--- src/rtl/fetch_unit_if.sv ---
// Fetch unit bus bundle: instruction-memory request/response plus the decode-side buffer head.
interface fetch_unit_if #(
  parameter int XLEN  = 32,
  parameter int DEPTH = 4
);
  localparam int CW = $clog2(DEPTH) + 1;

  logic            imem_req_valid;
  logic            imem_req_ready;
  logic [XLEN-1:0] imem_req_addr;
  logic            imem_rsp_valid;
  logic [XLEN-1:0] imem_rsp_instr;
  logic            dec_valid;
  logic            dec_ready;
  logic [XLEN-1:0] dec_pc;
  logic [XLEN-1:0] dec_instr;
  logic [CW-1:0]   buf_count;

  modport master (
    output imem_req_valid, imem_req_addr,
    input  imem_req_ready, imem_rsp_valid, imem_rsp_instr,
    output dec_valid, dec_pc, dec_instr, buf_count,
    input  dec_ready
  );

  modport slave (
    input  imem_req_valid, imem_req_addr,
    output imem_req_ready, imem_rsp_valid, imem_rsp_instr,
    input  dec_valid, dec_pc, dec_instr, buf_count,
    output dec_ready
  );
endinterface

--- src/rtl/fetch_unit.sv ---
// Credit-based instruction fetch: issues sequential PCs, tags in-order responses into a small
// buffer for decode, and flushes/drops stale responses on an execute-stage redirect.
module fetch_unit #(
  parameter int              XLEN     = 32,
  parameter logic [XLEN-1:0] RESET_PC = '0,
  parameter int              DEPTH    = 4
) (
  input  logic            clk,
  input  logic            rst,
  input  logic            pc_sel_ex,
  input  logic [XLEN-1:0] pc_ex,
  fetch_unit_if.master    bus
);
  localparam int AW = $clog2(DEPTH);
  localparam int CW = AW + 1;
  localparam logic [CW:0]     DEPTH_C = (CW+1)'(DEPTH);
  localparam logic [XLEN-1:0] STEP    = XLEN'(4);
  localparam logic [XLEN-1:0] ALIGN   = ~XLEN'(3);

  typedef struct packed {
    logic [XLEN-1:0] pc;
    logic [XLEN-1:0] instr;
  } entry_t;

  entry_t          ibuf [DEPTH];
  logic [XLEN-1:0] fetch_pc, rsp_pc;
  logic [AW-1:0]   head, tail;
  logic [CW-1:0]   count, inflight, inflight_nxt, drop;
  logic [CW:0]     credit_used;
  logic            req_fire, rsp_keep, pop;

  // Buffered plus outstanding requests may never exceed the buffer size, so a push never finds it full.
  assign credit_used        = {1'b0, count} + {1'b0, inflight};
  assign bus.imem_req_valid = rst && !pc_sel_ex && (credit_used < DEPTH_C);
  assign bus.imem_req_addr  = fetch_pc;

  assign req_fire = bus.imem_req_valid && bus.imem_req_ready;
  assign rsp_keep = bus.imem_rsp_valid && !pc_sel_ex && (drop == '0);
  assign pop      = bus.dec_valid && bus.dec_ready && !pc_sel_ex;

  assign bus.dec_valid = (count != '0);
  assign bus.dec_pc    = bus.dec_valid ? ibuf[head].pc    : '0;
  assign bus.dec_instr = bus.dec_valid ? ibuf[head].instr : '0;
  assign bus.buf_count = count;

  always_comb begin
    inflight_nxt = inflight;
    if (req_fire && !bus.imem_rsp_valid)      inflight_nxt = inflight + 1'b1;
    else if (!req_fire && bus.imem_rsp_valid) inflight_nxt = inflight - 1'b1;
  end

  always_ff @(posedge clk or negedge rst) begin
    if (!rst) begin
      fetch_pc <= RESET_PC;
      rsp_pc   <= RESET_PC;
      head     <= '0;
      tail     <= '0;
      count    <= '0;
      inflight <= '0;
      drop     <= '0;
    end else begin
      inflight <= inflight_nxt;
      if (pc_sel_ex) begin
        // Everything still outstanding after this cycle belongs to the old path.
        fetch_pc <= pc_ex & ALIGN;
        rsp_pc   <= pc_ex & ALIGN;
        head     <= '0;
        tail     <= '0;
        count    <= '0;
        drop     <= inflight_nxt;
      end else begin
        if (req_fire) fetch_pc <= fetch_pc + STEP;
        if (bus.imem_rsp_valid && (drop != '0)) drop <= drop - 1'b1;
        if (rsp_keep) begin
          rsp_pc <= rsp_pc + STEP;
          tail   <= tail + 1'b1;
        end
        if (pop) head <= head + 1'b1;
        if (rsp_keep && !pop)      count <= count + 1'b1;
        else if (!rsp_keep && pop) count <= count - 1'b1;
      end
    end
  end

  // Storage needs no reset; the head is masked by dec_valid.
  always_ff @(posedge clk) begin
    if (rsp_keep) ibuf[tail] <= '{pc: rsp_pc, instr: bus.imem_rsp_instr};
  end
endmodule

--- src/flat_wrapper.sv ---
// flat-port wrapper written by rule: the top's interface ports become plain ports
module fetch_unit_flat 
#(
  parameter int              XLEN     = 32,
  parameter logic [XLEN-1:0] RESET_PC = '0,
  parameter int              DEPTH    = 4
)
  (clk, rst, pc_sel_ex, pc_ex, bus_imem_req_valid, bus_imem_req_addr, bus_imem_req_ready, bus_imem_rsp_valid, bus_imem_rsp_instr, bus_dec_valid, bus_dec_pc, bus_dec_instr, bus_buf_count, bus_dec_ready);
  fetch_unit_if #(.XLEN(XLEN), .DEPTH(DEPTH)) bus_i ();
  input  logic clk;
  input  logic rst;
  input  logic pc_sel_ex;
  input  logic [XLEN-1:0] pc_ex;
  output wire logic [$bits(bus_i.imem_req_valid)-1:0] bus_imem_req_valid;
  output wire logic [$bits(bus_i.imem_req_addr)-1:0] bus_imem_req_addr;
  input wire logic [$bits(bus_i.imem_req_ready)-1:0] bus_imem_req_ready;
  input wire logic [$bits(bus_i.imem_rsp_valid)-1:0] bus_imem_rsp_valid;
  input wire logic [$bits(bus_i.imem_rsp_instr)-1:0] bus_imem_rsp_instr;
  output wire logic [$bits(bus_i.dec_valid)-1:0] bus_dec_valid;
  output wire logic [$bits(bus_i.dec_pc)-1:0] bus_dec_pc;
  output wire logic [$bits(bus_i.dec_instr)-1:0] bus_dec_instr;
  output wire logic [$bits(bus_i.buf_count)-1:0] bus_buf_count;
  input wire logic [$bits(bus_i.dec_ready)-1:0] bus_dec_ready;
  assign bus_imem_req_valid = bus_i.imem_req_valid;
  assign bus_imem_req_addr = bus_i.imem_req_addr;
  assign bus_i.imem_req_ready = bus_imem_req_ready;
  assign bus_i.imem_rsp_valid = bus_imem_rsp_valid;
  assign bus_i.imem_rsp_instr = bus_imem_rsp_instr;
  assign bus_dec_valid = bus_i.dec_valid;
  assign bus_dec_pc = bus_i.dec_pc;
  assign bus_dec_instr = bus_i.dec_instr;
  assign bus_buf_count = bus_i.buf_count;
  assign bus_i.dec_ready = bus_dec_ready;
  fetch_unit #(.XLEN(XLEN), .RESET_PC(RESET_PC), .DEPTH(DEPTH)) u_core (.clk(clk), .rst(rst), .pc_sel_ex(pc_sel_ex), .pc_ex(pc_ex), .bus(bus_i));
endmodule
--- config.mk ---
export PLATFORM = sky130hd
export DESIGN_NAME = fetch_unit_flat
export DESIGN_NICKNAME = d
export VERILOG_FILES = /design/src/rtl/fetch_unit_if.sv /design/src/rtl/fetch_unit.sv /design/src/flat_wrapper.sv
export SDC_FILE = /design/constraint.sdc
export NUM_CORES = 1
export LEC_CHECK = 0
export BUFFER_PORTS_ARGS = -buffer_cell sky130_fd_sc_hd__buf_4
export CORE_MARGIN = 4
export CORE_UTILIZATION = 46
export CTS_CLUSTER_SIZE = 24
export DETAILED_ROUTE_END_ITERATION = 10
export PLACE_DENSITY = 0.7
export SYNTH_ARGS = -nofsm -noshare
export SYNTH_HDL_FRONTEND = slang
export SYNTH_SLANG_ARGS = --single-unit
--- constraint.sdc ---
create_clock -name clk -period 6.5 [get_ports clk]
set_input_delay 0.325 -clock clk [delete_from_list [all_inputs] [get_ports clk]]
set_output_delay 0.325 -clock clk [all_outputs]
set_load 0.01 [all_outputs]
==> run metrics, run 1 <==
initial antenna violation count 0; vias 8,010; Place WS 3039 ps; Levels on crit path 6; Worst-path clk slew 60 ps; Crit path max-delay family simple AND/OR/NAND/NOR gates; dpl hpwl 17.66 mm; clock skew 12.42 ps; RSZ-0062 raised after global routing no; Final nets 1,119; Post-Syn Instances 867; # fillers 2,306; fin cells 1,447; Seq/Total Area, Yosys 68.40%; final hold violation count 0; Finished Cell Area 16,360 sq um; Cell Count Post-Placement 1,380; Crit path buffers/inverters 2; Max Cap Violations 0; Wirelength per Cell 19.87 um; Max Fclk 0.2914 GHz; largest family of logic cells by synthesized area simple AND/OR/NAND/NOR gates; final WL 28.76 mm; P_leak 5.833 nW; Final WS setup 3068 ps; final setup fails 0; WS Path Type input port to flop; Post-CTS Setup Inserts 0; Avg Inst Size Synth 15.64 sq um; row count 62; Detail Route Antenna Nets 0; Rel. slew slack 20.21%; Synth Area in XOR/XNOR 2.519%; Final Cycle Share 52.80%; Worst-Margin Slew 1193 ps; synthesized cell area 13,560 sq um; most frequent cells in the layout 248 x edfxtp_1, 172 x buf_4, 71 x dfrtp_1, 68 x nand2_1, 64 x and2_1; Syn-to-layout area delta 20.68%; die area 32,280 sq um; cts repair resizes 0; Final Hold Slack 20.06 ps; vias per cell 5.536; CTS tree done; CP Capture Type flop; layout cells sized above 1 29.26%; simple-gate share of the synthesized area 10.85%; total global-route track usage 17.78%; diode count 0; most common cell after layout, fill and taps aside edfxtp_1; worst hold path type input port to flop; Cell Area, Placed 15,150 sq um; reg2reg path depth 6; grt total ovfl 0; WP data arrival 3850 ps; Distinct cells, synth 49; power density over the cells 371.1 nW/um^2; RD Place Congestion 0.8439; minimum clock period 3432 ps; crit path cell chain dlygate4sd3_1, buf_4, nor4b_1, nand4_1, or3_1, o211ai_1; Die X 179.7 um; first-pass GRT wire length 46.53 mm; Final Max Slew Viols 0; compound-gate portion of the synthesized area 4.347%; Critical-path top delay cell nand4_1; slowest cell delay on critical path 1000 ps; PortBufs 164; crit-path max FO 74; post-synthesis mux area share 10.62%; vias in the first global route 8,419; H-tree depth 2; total chip power 6.071 mW; cts bufs inserted 36; Initial Utilization 46.98%; Root Driver clkbuf_16; clock sinks 321; DRC 0; IO Count 171; hold path depth 1; CP required 6920 ps; drt pass-1 iters 5; outcome complete, no violations; Util after Layout 56.70%; worst-case clock buffer depth 3; core area 28,860 sq um; VDD IR-drop max 0.1902 mV; Synth warnings 0; largest net degree at the start of global routing 75; Synth Area in Adders 1.255%; #FFs+latches synth 321; clk_lat worst skew 510 ps; Initial DRC Count 578; setup tns final 0 ps; crit start category input port; Die Y 179.7 um
==> path summary, 6_finish.rpt <==
check                                        startpoint  slack (ps)                                        to
max reg2reg                  u_core.drop[0]$_DFFE_PN0P_        3380              u_core.ibuf[3][47]$_DFFE_PP_
min in group asynchronous                           rst         490              u_core.inflight[0]$_DFF_PN0_
min reg2reg                u_core.inflight[2]$_DFF_PN0_         530              u_core.inflight[2]$_DFF_PN0_
min                              bus_imem_rsp_instr[10]          20              u_core.ibuf[3][10]$_DFFE_PP_
max in group asynchronous                           rst        5280                u_core.head[0]$_DFFE_PN0P_
max                                                 rst        3070  u_core.bus.imem_req_addr[31]$_DFFE_PN0P_
==> cells in the mapped netlist (all sizes together) <==
cell type	count	area share (%)
edfxtp	248	55
dfrtp	73	13
nand2	68	1.9
and2	64	3.0
mux4	62	10
o21ai	47	1.7
nand3	37	1.4
clkbuf	31	0.86
nor2	28	0.78
xnor2	22	1.4
inv	17	0.47
xor2	17	1.1
buf	15	0.62
nand4	15	0.80
o211ai	14	0.78
and3	12	0.55
ha	12	1.1
nor3	12	0.44
nor4	11	0.80
o311ai	11	0.71
a21oi	10	0.37
a31oi	6	0.28
nand3b	5	0.37
or4	5	0.28
and4	4	0.26
mux2	3	0.25
a211oi	2	0.11
nand2b	2	0.092
or3	2	0.092
a21o	1	0.055
a221o	1	0.074
a311o	1	0.074
a311oi	1	0.065
clkinv	1	0.028
conb	1	0.028
fa	1	0.15
mux2i	1	0.074
nor4b	1	0.065
o21a	1	0.055
o22ai	1	0.046
or2	1	0.046
==> state kept, by name, summed over array words and instances, names as in the netlist <==
signal                    flops
u_core.ibuf                 248
u_core.bus.imem_req_addr     30
u_core.rsp_pc                30
u_core.bus.buf_count          3
u_core.drop                   3
u_core.inflight               3
u_core.head                   2
u_core.tail                   2
==> power by group <==
part	internal [mW]	total (mW)	leakage (nW)	switching, mW
combinational	0.807	1.55	2.14	0.739
sequential	2.34	2.52	3.13	0.180
clock	1.21	2.01	0.566	0.799
total	4.35	6.07	5.83	1.72
==> per-layer routing <==
| layer | GRT usage [%] | share of wire (%) | vias up |
|---|---|---|---|
| met4 | 3.810 | 1.8 | 0 |
| met2 | 28.00 | 46 | 278 |
| met1 | 26.16 | 46 | 4026 |
| met5 | 0 | 0 | - |
| li1 | - | - | 3666 |
| met3 | 3.517 | 6.0 | 40 |
==> logic make-up after synthesis <==
family / Yosys count
flops: 321
simple gates: 267
compound gates: 96
mux: 66
buf+inv: 64
xor+xnor: 39
fa+ha+maj: 13
other cells: 1
==> cell type report <==
class | count | area (sq um) | area share, %
flip-flops and latches | 321 | 9279 | 56.71
multi-input cells | 485 | 4034 | 24.65
repair buffers | 174 | 1311 | 8.014
clock buffers | 46 | 989.7 | 6.049
well taps | 384 | 480.5 | 2.936
clock inverters | 19 | 200.2 | 1.224
inverters | 18 | 67.56 | 0.4129
==> repair_timing <==
item                                    in CTS  in global routing
hold buffers                                 2                  0
endpoints found under the setup margin       0                  0
hold endpoints to repair                    33                  0
(Power assumes the default switching activity.)
==> inputs of run 2 (changes only) <==
==> constraint.sdc (replaced) <==
create_clock -name clk -period 3.24 [get_ports clk]
set_input_delay 0.162 -clock clk [delete_from_list [all_inputs] [get_ports clk]]
set_output_delay 0.162 -clock clk [all_outputs]
set_load 0.01 [all_outputs]
==> run 2 against run 1 <==
  * Wire length is 0.30% higher
  * Largest power group unchanged
  * Critical path depth stayed put
  * Worst setup slack worse by 2600 ps
  * Highest routed layer unchanged
  * Die area stayed put
  * Core utilization is 2.0 points higher
  * Clock power is 72% higher
  * First-iteration DRC count is 9.7% lower
  * Hold slack better by 67 ps
  * Cell area is 3.6% higher
==> run metrics, run 2 (synthesis gave the netlist of run 1 again) <==
outcome complete, no violations; largest net degree at the start of global routing 74 (-1.3%); Rel. slew slack 31.14% (+11 points); Reg with most FFs u_core.ibuf; H-tree depth 2 (unchanged); IO Count 171 (unchanged); setup tns final 0 ps (unchanged); Place WS 529.4 ps (-2509 ps); WS Path Type flop to flop; P_leak 6.084 nW (+4.3%); PortBufs 164 (unchanged); CP required 3620 ps (-3300 ps); diode count 0 (unchanged); CTS tree done; clk_lat worst skew 490 ps (-20 ps); minimum clock period 2751 ps; Worst-Margin Slew 1029 ps (-164.1 ps); total chip power 11.74 mW (+93%); Final WS setup 488.7 ps (-2579 ps); crit path cell chain ha_1, nor4b_1, and4_1, nand2_1, nor4_1, mux2_2; Util after Layout 58.73% (+2.0 points); Multi-input gate area 4034 sq um (unchanged); most frequent cells in the layout 248 x edfxtp_1, 176 x buf_4, 71 x dfrtp_1, 68 x nand2_1; # fillers 2,254 (-2.3%); critical path startpoint u_core.bus.buf_count[2]$_DFFE_PN0P_; vias in the first global route 8,465 (+0.55%); die area 32,280 sq um (unchanged); Syn-to-layout area delta 25.00%; final hold violation count 0 (unchanged); most common cell after layout, fill and taps aside edfxtp_1; Post-CTS Setup Inserts 0 (unchanged); Metal-1 WL 12.93 mm (-1.9%); Max Cap Violations 0 (unchanged); worst-case clock buffer depth 3 (unchanged); cts bufs inserted 34 (-5.6%); Final Max Slew Viols 0 (unchanged); top sig layer met4; DRC 0 (unchanged); drt pass-1 iters 5 (unchanged); Initial Utilization 46.98% (unchanged); Worst-path clk slew 60 ps (about the same); CP Capture Type flop; WP data arrival 3130 ps (-720 ps); Root Driver clkbuf_16; Max Fclk 0.3635 GHz; grt total ovfl 0 (unchanged); Die X 179.7 um (unchanged); clock skew 13.15 ps (+0.7308 ps); total global-route track usage 17.87% (+0.090 points); dpl hpwl 18.03 mm (+2.1%); Detail Route Antenna Nets 0 (unchanged); reg2reg path depth 6 (unchanged); Final nets 1,190 (+6.3%); Final Hold Slack 86.66 ps (+66.60 ps); Final Cycle Share 84.92%; worst hold path type input port to flop; vias per cell 5.469 (-1.2%); FF-to-FF End u_core.bus.imem_req_addr[28]$_DFFE_PN0P_; Routed met2 length 13.65 mm (+2.4%); power density over the cells 692.6 nW/um^2 (+87%); clock sinks 321 (unchanged); row count 62 (unchanged); hold path depth 4 (+3); Initial DRC Count 522 (-9.7%); Reg area 9279 sq um (unchanged); final WL 28.84 mm (+0.30%); Crit path buffers/inverters 0 (-2); Crit path max-delay family simple AND/OR/NAND/NOR gates; core area 28,860 sq um (unchanged); Die Y 179.7 um (unchanged); VDD IR-drop max 0.3111 mV (+64%); Critical R2R Launch u_core.bus.buf_count[2]$_DFFE_PN0P_; RSZ-0062 raised after global routing no; final setup fails 0 (unchanged); CP endpoint u_core.bus.imem_req_addr[28]$_DFFE_PN0P_; RD Place Congestion 0.8577 (+1.6%); Critical-path top delay cell and4_1; WL met3 1.897 mm (+9.7%); vias 8,269 (+3.2%); layout cells sized above 1 27.13% (-2.1 points); crit-path max FO 12 (-84%); Wirelength per Cell 19.08 um (-4.0%); slowest cell delay on critical path 530 ps (-470 ps); initial antenna violation count 0 (unchanged); Levels on crit path 6 (unchanged); first-pass GRT wire length 47.15 mm (+1.3%); crit start category flop; max reg flops 248 (unchanged); R2R setup slack 490 ps (-2890 ps)
## run 2: cell types whose count changed in the layout (fill, tap and decap cells not counted), moves of 3 or more
cell           change
buf_12             +7
buf_4              +4
bufinv_16          -3
clkbuf_1           +3
clkinv_1           +5
clkinvlp_4         -6
dlygate4sd3_1     +62
## run 2: power breakdown
group          switching, mW  internal (mW)
registers              0.325           4.69
clock network           1.45           2.01
logic                   1.54           1.72
total                   3.31           8.42
## run 2: final cells by class
cell class	count	area share, %
inverter	18	0.3987
timing repair buffer	247	12.40
multi-input combinational	485	23.80
clock inverter	11	0.3175
tap	384	2.835
clock buffer	46	5.493
sequential	321	54.75
## run 2: repair_timing
item / CTS / global route
hold buffers: 64 / 0
gates resized for setup: 0 / 0
endpoints found under the hold margin: 261 / 0
## run 2: worst reg2reg max path: cells and delay by family (launching register included)
family	cells	cell delay [ps]
muxes	1	370
DFF	1	480
adders and majority gates	1	330
and+or+nand+nor	4	1470
## run 2: metal layers
layer | up-vias | track usage, %
li1 | 3812 | -
met1 | 4134 | 26.10
met2 | 294 | 28.29
met3 | 29 | 3.638
met4 | 0 | 3.779
met5 | - | 0
## run 2: worst min-delay path by stage
stage	slack [ps]	endpoint	start
finish	90	u_core.head[1]$_DFFE_PN0P_	bus_dec_ready
floorplan	-130	u_core.bus.buf_count[0]$_DFFE_PN0P_	rst
CTS	60	u_core.head[1]$_DFFE_PN0P_	bus_dec_ready
detailed placement	370	u_core.ibuf[1][31]$_DFFE_PP_	bus_imem_rsp_instr[31]
global route	100	u_core.bus.buf_count[2]$_DFFE_PN0P_	bus_dec_ready
global placement	360	u_core.ibuf[0][16]$_DFFE_PP_	bus_imem_rsp_instr[16]
## run 2: stage by stage
step,cells,instance area [sq um]
2_1_floorplan,870,13570
4_1_cts,1512,16950
3_5_place_dp,1391,15320
5_1_grt,1512,16950
6_report,1512,16950
3_3_place_gp,1391,15320
